$ cat src/rtl/pe_array_pkg.sv
// Shared types for the pe_array psum path: lane/row types and collector FSM states.
package pe_array_pkg;

  localparam int COLS   = 3;
  localparam int PSUM_W = 48;

  typedef logic [PSUM_W-1:0] psum_t;
  typedef psum_t psum_row_t [0:COLS-1];

  typedef enum logic [1:0] {
    IDLE    = 2'd0,
    WAIT    = 2'd1,
    CAPTURE = 2'd2
  } state_t;

endpackage

$ cat src/rtl/psum_fifo.sv
// Synchronous row FIFO. The read port shows the head entry; when empty it keeps
// showing the most recently popped entry, so the data output never changes while
// nothing is available.
module psum_fifo #(
  parameter int WIDTH = 145,
  parameter int DEPTH = 8
) (
  input  logic             clk,
  input  logic             rst,
  input  logic             push,
  input  logic [WIDTH-1:0] wdata,
  input  logic             pop,
  output logic [WIDTH-1:0] rdata,
  output logic             full,
  output logic             empty
);

  localparam int AW = $clog2(DEPTH);

  logic [WIDTH-1:0] mem [DEPTH];
  logic [AW:0]      wr_q, rd_q;
  logic [AW-1:0]    rd_idx, prev_idx;
  logic             do_push, do_pop;

  assign empty    = (wr_q == rd_q);
  assign full     = (wr_q[AW] != rd_q[AW]) && (wr_q[AW-1:0] == rd_q[AW-1:0]);
  assign do_pop   = pop && !empty;
  // A simultaneous pop frees the slot, so a write into a full FIFO still lands.
  assign do_push  = push && (!full || do_pop);
  assign rd_idx   = rd_q[AW-1:0];
  assign prev_idx = rd_idx - 1'b1;
  assign rdata    = empty ? mem[prev_idx] : mem[rd_idx];

  // Storage and pointer update; storage is cleared so the held output reads 0 after reset.
  always_ff @(posedge clk) begin
    if (rst) begin
      wr_q <= '0;
      rd_q <= '0;
      for (int i = 0; i < DEPTH; i++) mem[i] <= '0;
    end else begin
      if (do_push) begin
        mem[wr_q[AW-1:0]] <= wdata;
        wr_q              <= wr_q + 1'b1;
      end
      if (do_pop) rd_q <= rd_q + 1'b1;
    end
  end

endmodule

$ cat src/rtl/psum_deskew_collector.sv
// De-skews diagonal psum output of pe_array, frames one job of num_vecs rows and
// buffers rows toward writeback. The array cannot stall, so a full FIFO drops
// rows and raises the sticky overflow flag.
//
// state   | meaning
// IDLE    | no job; waiting for in_start with num_vecs != 0
// WAIT    | counting down array latency plus deskew depth
// CAPTURE | one aligned row per cycle pushed into the FIFO
module psum_deskew_collector #(
  parameter int COLS      = 3,
  parameter int PSUM_W    = 48,
  parameter int ARRAY_LAT = 3,
  parameter int VEC_W     = 8,
  parameter int DEPTH     = 8
) (
  input  logic                   clk,
  input  logic                   rst,
  input  logic                   in_start,
  input  logic [VEC_W-1:0]       num_vecs,
  input  logic [COLS*PSUM_W-1:0] psums,
  output logic [COLS*PSUM_W-1:0] out_data,
  output logic                   out_valid,
  input  logic                   out_ready,
  output logic                   out_last,
  output logic                   busy,
  output logic                   overflow,
  output logic                   start_err
);

  import pe_array_pkg::*;

  localparam int ROW_W     = COLS * PSUM_W;
  localparam int WAIT_LOAD = ARRAY_LAT + COLS - 1;
  localparam int WCW       = $clog2(WAIT_LOAD + 1);

  state_t           state_q, state_d;
  logic [WCW-1:0]   wait_q, wait_d;
  logic [VEC_W-1:0] row_q, row_d, nv_q, nv_d;
  logic             push, push_last, pop, full, empty;
  logic             ovf_q, serr_q;
  logic [ROW_W-1:0] aligned;
  logic [ROW_W:0]   rdata;

  // Lane c is delayed COLS-1-c cycles so every lane of a row lines up with the last column.
  for (genvar c = 0; c < COLS; c++) begin : g_lane
    localparam int D = COLS - 1 - c;
    if (D == 0) begin : g_direct
      assign aligned[c*PSUM_W +: PSUM_W] = psums[c*PSUM_W +: PSUM_W];
    end else begin : g_dly
      logic [PSUM_W-1:0] sr [D];
      // Per-lane shift register.
      always_ff @(posedge clk) begin
        if (rst) begin
          for (int k = 0; k < D; k++) sr[k] <= '0;
        end else begin
          sr[0] <= psums[c*PSUM_W +: PSUM_W];
          for (int k = 1; k < D; k++) sr[k] <= sr[k-1];
        end
      end
      assign aligned[c*PSUM_W +: PSUM_W] = sr[D-1];
    end
  end

  // FSM state, counters and sticky error flags.
  always_ff @(posedge clk) begin
    if (rst) begin
      state_q <= IDLE;
      wait_q  <= '0;
      row_q   <= '0;
      nv_q    <= '0;
      ovf_q   <= 1'b0;
      serr_q  <= 1'b0;
    end else begin
      state_q <= state_d;
      wait_q  <= wait_d;
      row_q   <= row_d;
      nv_q    <= nv_d;
      ovf_q   <= ovf_q | (push && full && !pop);
      serr_q  <= serr_q | (in_start && (state_q != IDLE));
    end
  end

  // Next-state logic. The wait count holds WAIT_LOAD in the first WAIT cycle and
  // would reach 1 in the first CAPTURE cycle, i.e. WAIT_LOAD cycles after in_start.
  always_comb begin
    state_d   = state_q;
    wait_d    = wait_q;
    row_d     = row_q;
    nv_d      = nv_q;
    push      = 1'b0;
    push_last = 1'b0;
    case (state_q)
      IDLE: begin
        if (in_start && (num_vecs != '0)) begin
          nv_d    = num_vecs;
          wait_d  = WCW'(WAIT_LOAD);
          row_d   = '0;
          state_d = WAIT;
        end
      end
      WAIT: begin
        wait_d = wait_q - 1'b1;
        if (wait_q <= WCW'(2)) state_d = CAPTURE;
      end
      CAPTURE: begin
        push      = 1'b1;
        push_last = (row_q == nv_q - 1'b1);
        row_d     = row_q + 1'b1;
        if (push_last) state_d = IDLE;
      end
      default: state_d = IDLE;
    endcase
  end

  assign pop = !empty && out_ready;

  psum_fifo #(
    .WIDTH (ROW_W + 1),
    .DEPTH (DEPTH)
  ) u_fifo (
    .clk   (clk),
    .rst   (rst),
    .push  (push),
    .wdata ({push_last, aligned}),
    .pop   (pop),
    .rdata (rdata),
    .full  (full),
    .empty (empty)
  );

  assign out_data  = rdata[ROW_W-1:0];
  assign out_last  = rdata[ROW_W];
  assign out_valid = !empty;
  assign busy      = (state_q != IDLE);
  assign overflow  = ovf_q;
  assign start_err = serr_q;

endmodule

$ cat config.mk
export PLATFORM = sky130hd
export DESIGN_NAME = psum_deskew_collector
export DESIGN_NICKNAME = d
export VERILOG_FILES = /design/src/rtl/pe_array_pkg.sv /design/src/rtl/psum_fifo.sv /design/src/rtl/psum_deskew_collector.sv
export SDC_FILE = /design/constraint.sdc
export NUM_CORES = 2
export LEC_CHECK = 0
export CAP_MARGIN = 20
export CELL_PAD_IN_SITES_DETAIL_PLACEMENT = 1
export CELL_PAD_IN_SITES_GLOBAL_PLACEMENT = 1
export CORE_MARGIN = 2
export CORE_UTILIZATION = 56
export CTS_CLUSTER_DIAMETER = 150
export DETAILED_ROUTE_END_ITERATION = 7
export GPL_ROUTABILITY_DRIVEN = 0
export GPL_TIMING_DRIVEN = 0
export PLACE_DENSITY_LB_ADDON = 0.1
export SYNTH_ARGS = -nofsm -noshare
export SYNTH_HDL_FRONTEND = slang
export SYNTH_SLANG_ARGS = --single-unit
$ cat constraint.sdc
create_clock -name clk -period 54.1 [get_ports clk]
set_clock_uncertainty 0.15 [all_clocks]
set_input_delay 16.23 -clock clk [delete_from_list [all_inputs] [get_ports clk]]
set_output_delay 16.23 -clock clk [all_outputs]
set_load 0.01 [all_outputs]
==> out/qor.csv <==
stage;metric;value;unit
run_status;status;complete, no violations;
critical_path;slowest_stage;clkbuf_1;
critical_path;crit_arrival;6.02;ns
logic_synthesis;netlist_instances;4343;
route;wl_per_cell;34.8;um
power_and_ir_drop;power_switching;1.34;mW
timing;setup_violations;0;
cts;clock_sinks;1338;
cts;cts_made_buffers;148;
route;wl;228000;um
finish;final_core_utilization;0.663;
logic_synthesis;synth_edf_count;1160;
cts;insertion_delay;0.78;ns
power_and_ir_drop;power_frac_comb;0.412;
cts;cts_hold_buffers;0;
logic_synthesis;yosysWarnings;0;
logic_synthesis;async_flop_share;0;
logic_synthesis;syn-num-nets;4506;
route;drc;0;
finish;area_growth;17.4;%
critical_path;path_delay_family;buffers and inverters;
critical_path;cp-start-kind;flop;
grt;met1_usage;0.440;
cts;h-tree-depth;4;
finish;num-fill-cells;10492;
grt;grt_pass1_wl;329000;um
placement;io_buffers;303;
cts;cts_resized;0;
floorplan;io_pins;305;
timing;min_period;22.40;ns
power_and_ir_drop;ir_drop;36.9;uV
critical_path;endpoint_kind;primary output;
power_and_ir_drop;power_frac_seq;0.317;
route;drtAntennaViolNets;0;
grt;grtUsageTotal;0.378;
timing;final.period_utilization;0.414;
power_and_ir_drop;switching_share;0.351;
floorplan;die_h;349;um
critical_path;path_class;flop to primary output;
logic_synthesis;synth_area;0.0666;mm2
logic_synthesis;synth_cell_types;48;
hold_path;hold_path_class;flop to flop;
grt;grt_use_met3;0.0812;
logic_synthesis;syn-mean-instance-area;15.3;um2
power_and_ir_drop;p_int;2.47;mW
floorplan;rows;126;
critical_path;worstPathRequired;37.72;ns
finish;mostFrequentLayoutCell;edfxtp_1;
critical_path;path_max_fanout;10;
floorplan;die_x;349;um
grt;grt_pass1_vias;48536;
floorplan;core_area;0.118;mm2
critical_path;crit_chain;buf_2 > clkbuf_1 > buf_16 > buf_2 > inv_1 > ha_1 > clkbuf_1 > buf_8 > clkbuf_1 > mux4_2 > mux2i_1 > a21oi_1 > clkdlybuf4s50_1;
timing;holdWs;0.288;ns
logic_synthesis;ys_ff_latch;1338;
power_and_ir_drop;p_per_area;48.8;mW/mm2
floorplan;die_area;0.122;mm2
route;via_count;44359;
power_and_ir_drop;p_leak;28.3;nW
critical_path;cpPeakStageDelay;0.67;ns
cts;postCtsSetupRepairBufs;0;
finish;final_cell_mix;edfxtp_1 (1160), and2_1 (1152), mux4_2 (580);
grt;grt_max_degree;46;
logic_synthesis;synth_flop_cell;edfxtp_1;
finish;ff_latch_area;0.0384;mm2
cts;cts_tree;built;
cts;clkTransAtPathRegs;0.06;ns
cts;root_buffer;clkbuf_16;
logic_synthesis;yosysSeqAreaShare;0.577;
finish;layout-drive-gt1-share;0.203;
timing;tightestPinTransition;1.10;ns
critical_path;path_buf_inv;9;
timing;rsz0062_at_grt;no;
timing;maxSlewHeadroom;0.269;
placement;dp_hpwl;147000;um
timing;finalMaxSlewViolations;0;
grt;grt_remaining_overflow;0;
critical_path;crit_top_cell;clkbuf_1;
grt;antenna_found_initial;16;
route;drtPass1Iterations;6;
job;drv_cap;0;
route;drt_iter0_markers;5365;
power_and_ir_drop;clockPowerShare;0.271;
cts;cts_buffer_depth;3;
finish;multi_input_area;0.0266;mm2
floorplan;initial_core_util;0.565;
route;viasPerCell;6.78;
grt;met2_usage;0.639;
timing;hold_violations;0;
finish;layout.nets;5035;
timing;fmax;44.6;MHz
grt;grt-busiest-layer;met2;
timing;tns;0;ns
## synthesized netlist by cell type, types with 2 or more instances
master,count,area share
a2111oi_0,2,0.00026
a211o_1,3,0.00039
a211oi_1,149,0.017
a21oi_1,160,0.012
a31oi_1,4,0.00038
and2_1,1152,0.11
and3_1,4,0.00038
buf_1,11,0.00062
buf_2,66,0.0050
buf_4,4,0.00045
buf_6,9,0.0015
clkbuf_1,229,0.013
clkbuf_2,41,0.0031
dfxtp_1,178,0.054
edfxtp_1,1160,0.52
ha_1,7,0.0013
inv_1,13,0.00073
mux2i_1,154,0.023
mux4_2,580,0.20
nand2_1,5,0.00028
nand2b_1,6,0.00056
nand3_1,5,0.00038
nand3b_1,5,0.00056
nand4_1,3,0.00028
nor2_1,32,0.0018
nor2_4,3,0.00051
nor2_8,3,0.00090
nor2b_1,291,0.027
nor3_1,12,0.00090
nor3_4,2,0.00049
nor4_1,4,0.00038
o21ai_0,9,0.00068
or2_2,5,0.00047
xnor2_1,13,0.0017
xor2_1,6,0.00079
## final cells by class
type | count | share of cell area
sequential | 1338 | 0.491
tap | 1536 | 0.0246
buffer | 360 | 0.0201
timing repair buffer | 379 | 0.0594
clock buffer | 212 | 0.0552
antenna | 16 | 0.000512
multi-input combinational | 2632 | 0.341
clock inverter | 59 | 0.00745
inverter | 13 | 0.000625
## power groups by stage
stage,combinational (mW),sequential [mW],clock [mW]
floorplan,0.794,1.22,0
global placement,1.48,1.25,0
detailed placement,1.53,1.23,0
CTS,1.55,1.21,1.03
global route,1.62,1.21,1.07
finish,1.57,1.21,1.03
## per-stage QoR
step	power [mW]	worst slack, ns	instance area (um2)	std cells
after global routing	3.90	31.61	78100	6540
after detailed placement	2.76	32.69	73100	6252
after CTS	3.79	31.80	78000	6523
final	3.81	31.70	78100	6545
after floorplan	2.02	25.83	66600	4343
after global placement	2.73	12.27	71500	6182
## cell families after synthesis
family	count (synthesis)	synth area share
AO/OA/AOI/OAI	337	0.0319
XOR/XNOR	19	0.00250
adder cells (fa/ha/maj)	7	0.00132
buffers and inverters	373	0.0243
flip-flops	1338	0.577
multiplexers	734	0.219
AND/OR/NAND/NOR	1535	0.144
## state kept, by name, summed over array words and instances, names as in the netlist, named ones only
name / flops
state_q: 2
overflow: 1
start_err: 1
g_lane.g_dly.sr: 144
wait_q: 3
u_fifo.rd_q: 4
row_q: 8
u_fifo.mem: 1160
u_fifo.wr_q: 4
nv_q: 8
## metal layers
metal  part of all wire  routed length, um
met1               0.34              77200
met2               0.50             115000
met3              0.096              21800
met4              0.063              14400
met5            0.00012                 28
## final timing paths
kind / from / cells after the start / endpoint / slack, ns
setup reg to reg: state_q[1] / 10 / u_fifo.mem[0][48] / 49.52
hold / removal: g_lane[0].g_dly.sr[0][47] / 1 / g_lane[0].g_dly.sr[0][95] / 0.29
setup / recovery: u_fifo.rd_q[0] / 13 / out_data[69] / 31.70
hold reg to reg: g_lane[0].g_dly.sr[0][47] / 1 / g_lane[0].g_dly.sr[0][95] / 0.29
No activity file was read; power rests on OpenSTA's default activity.
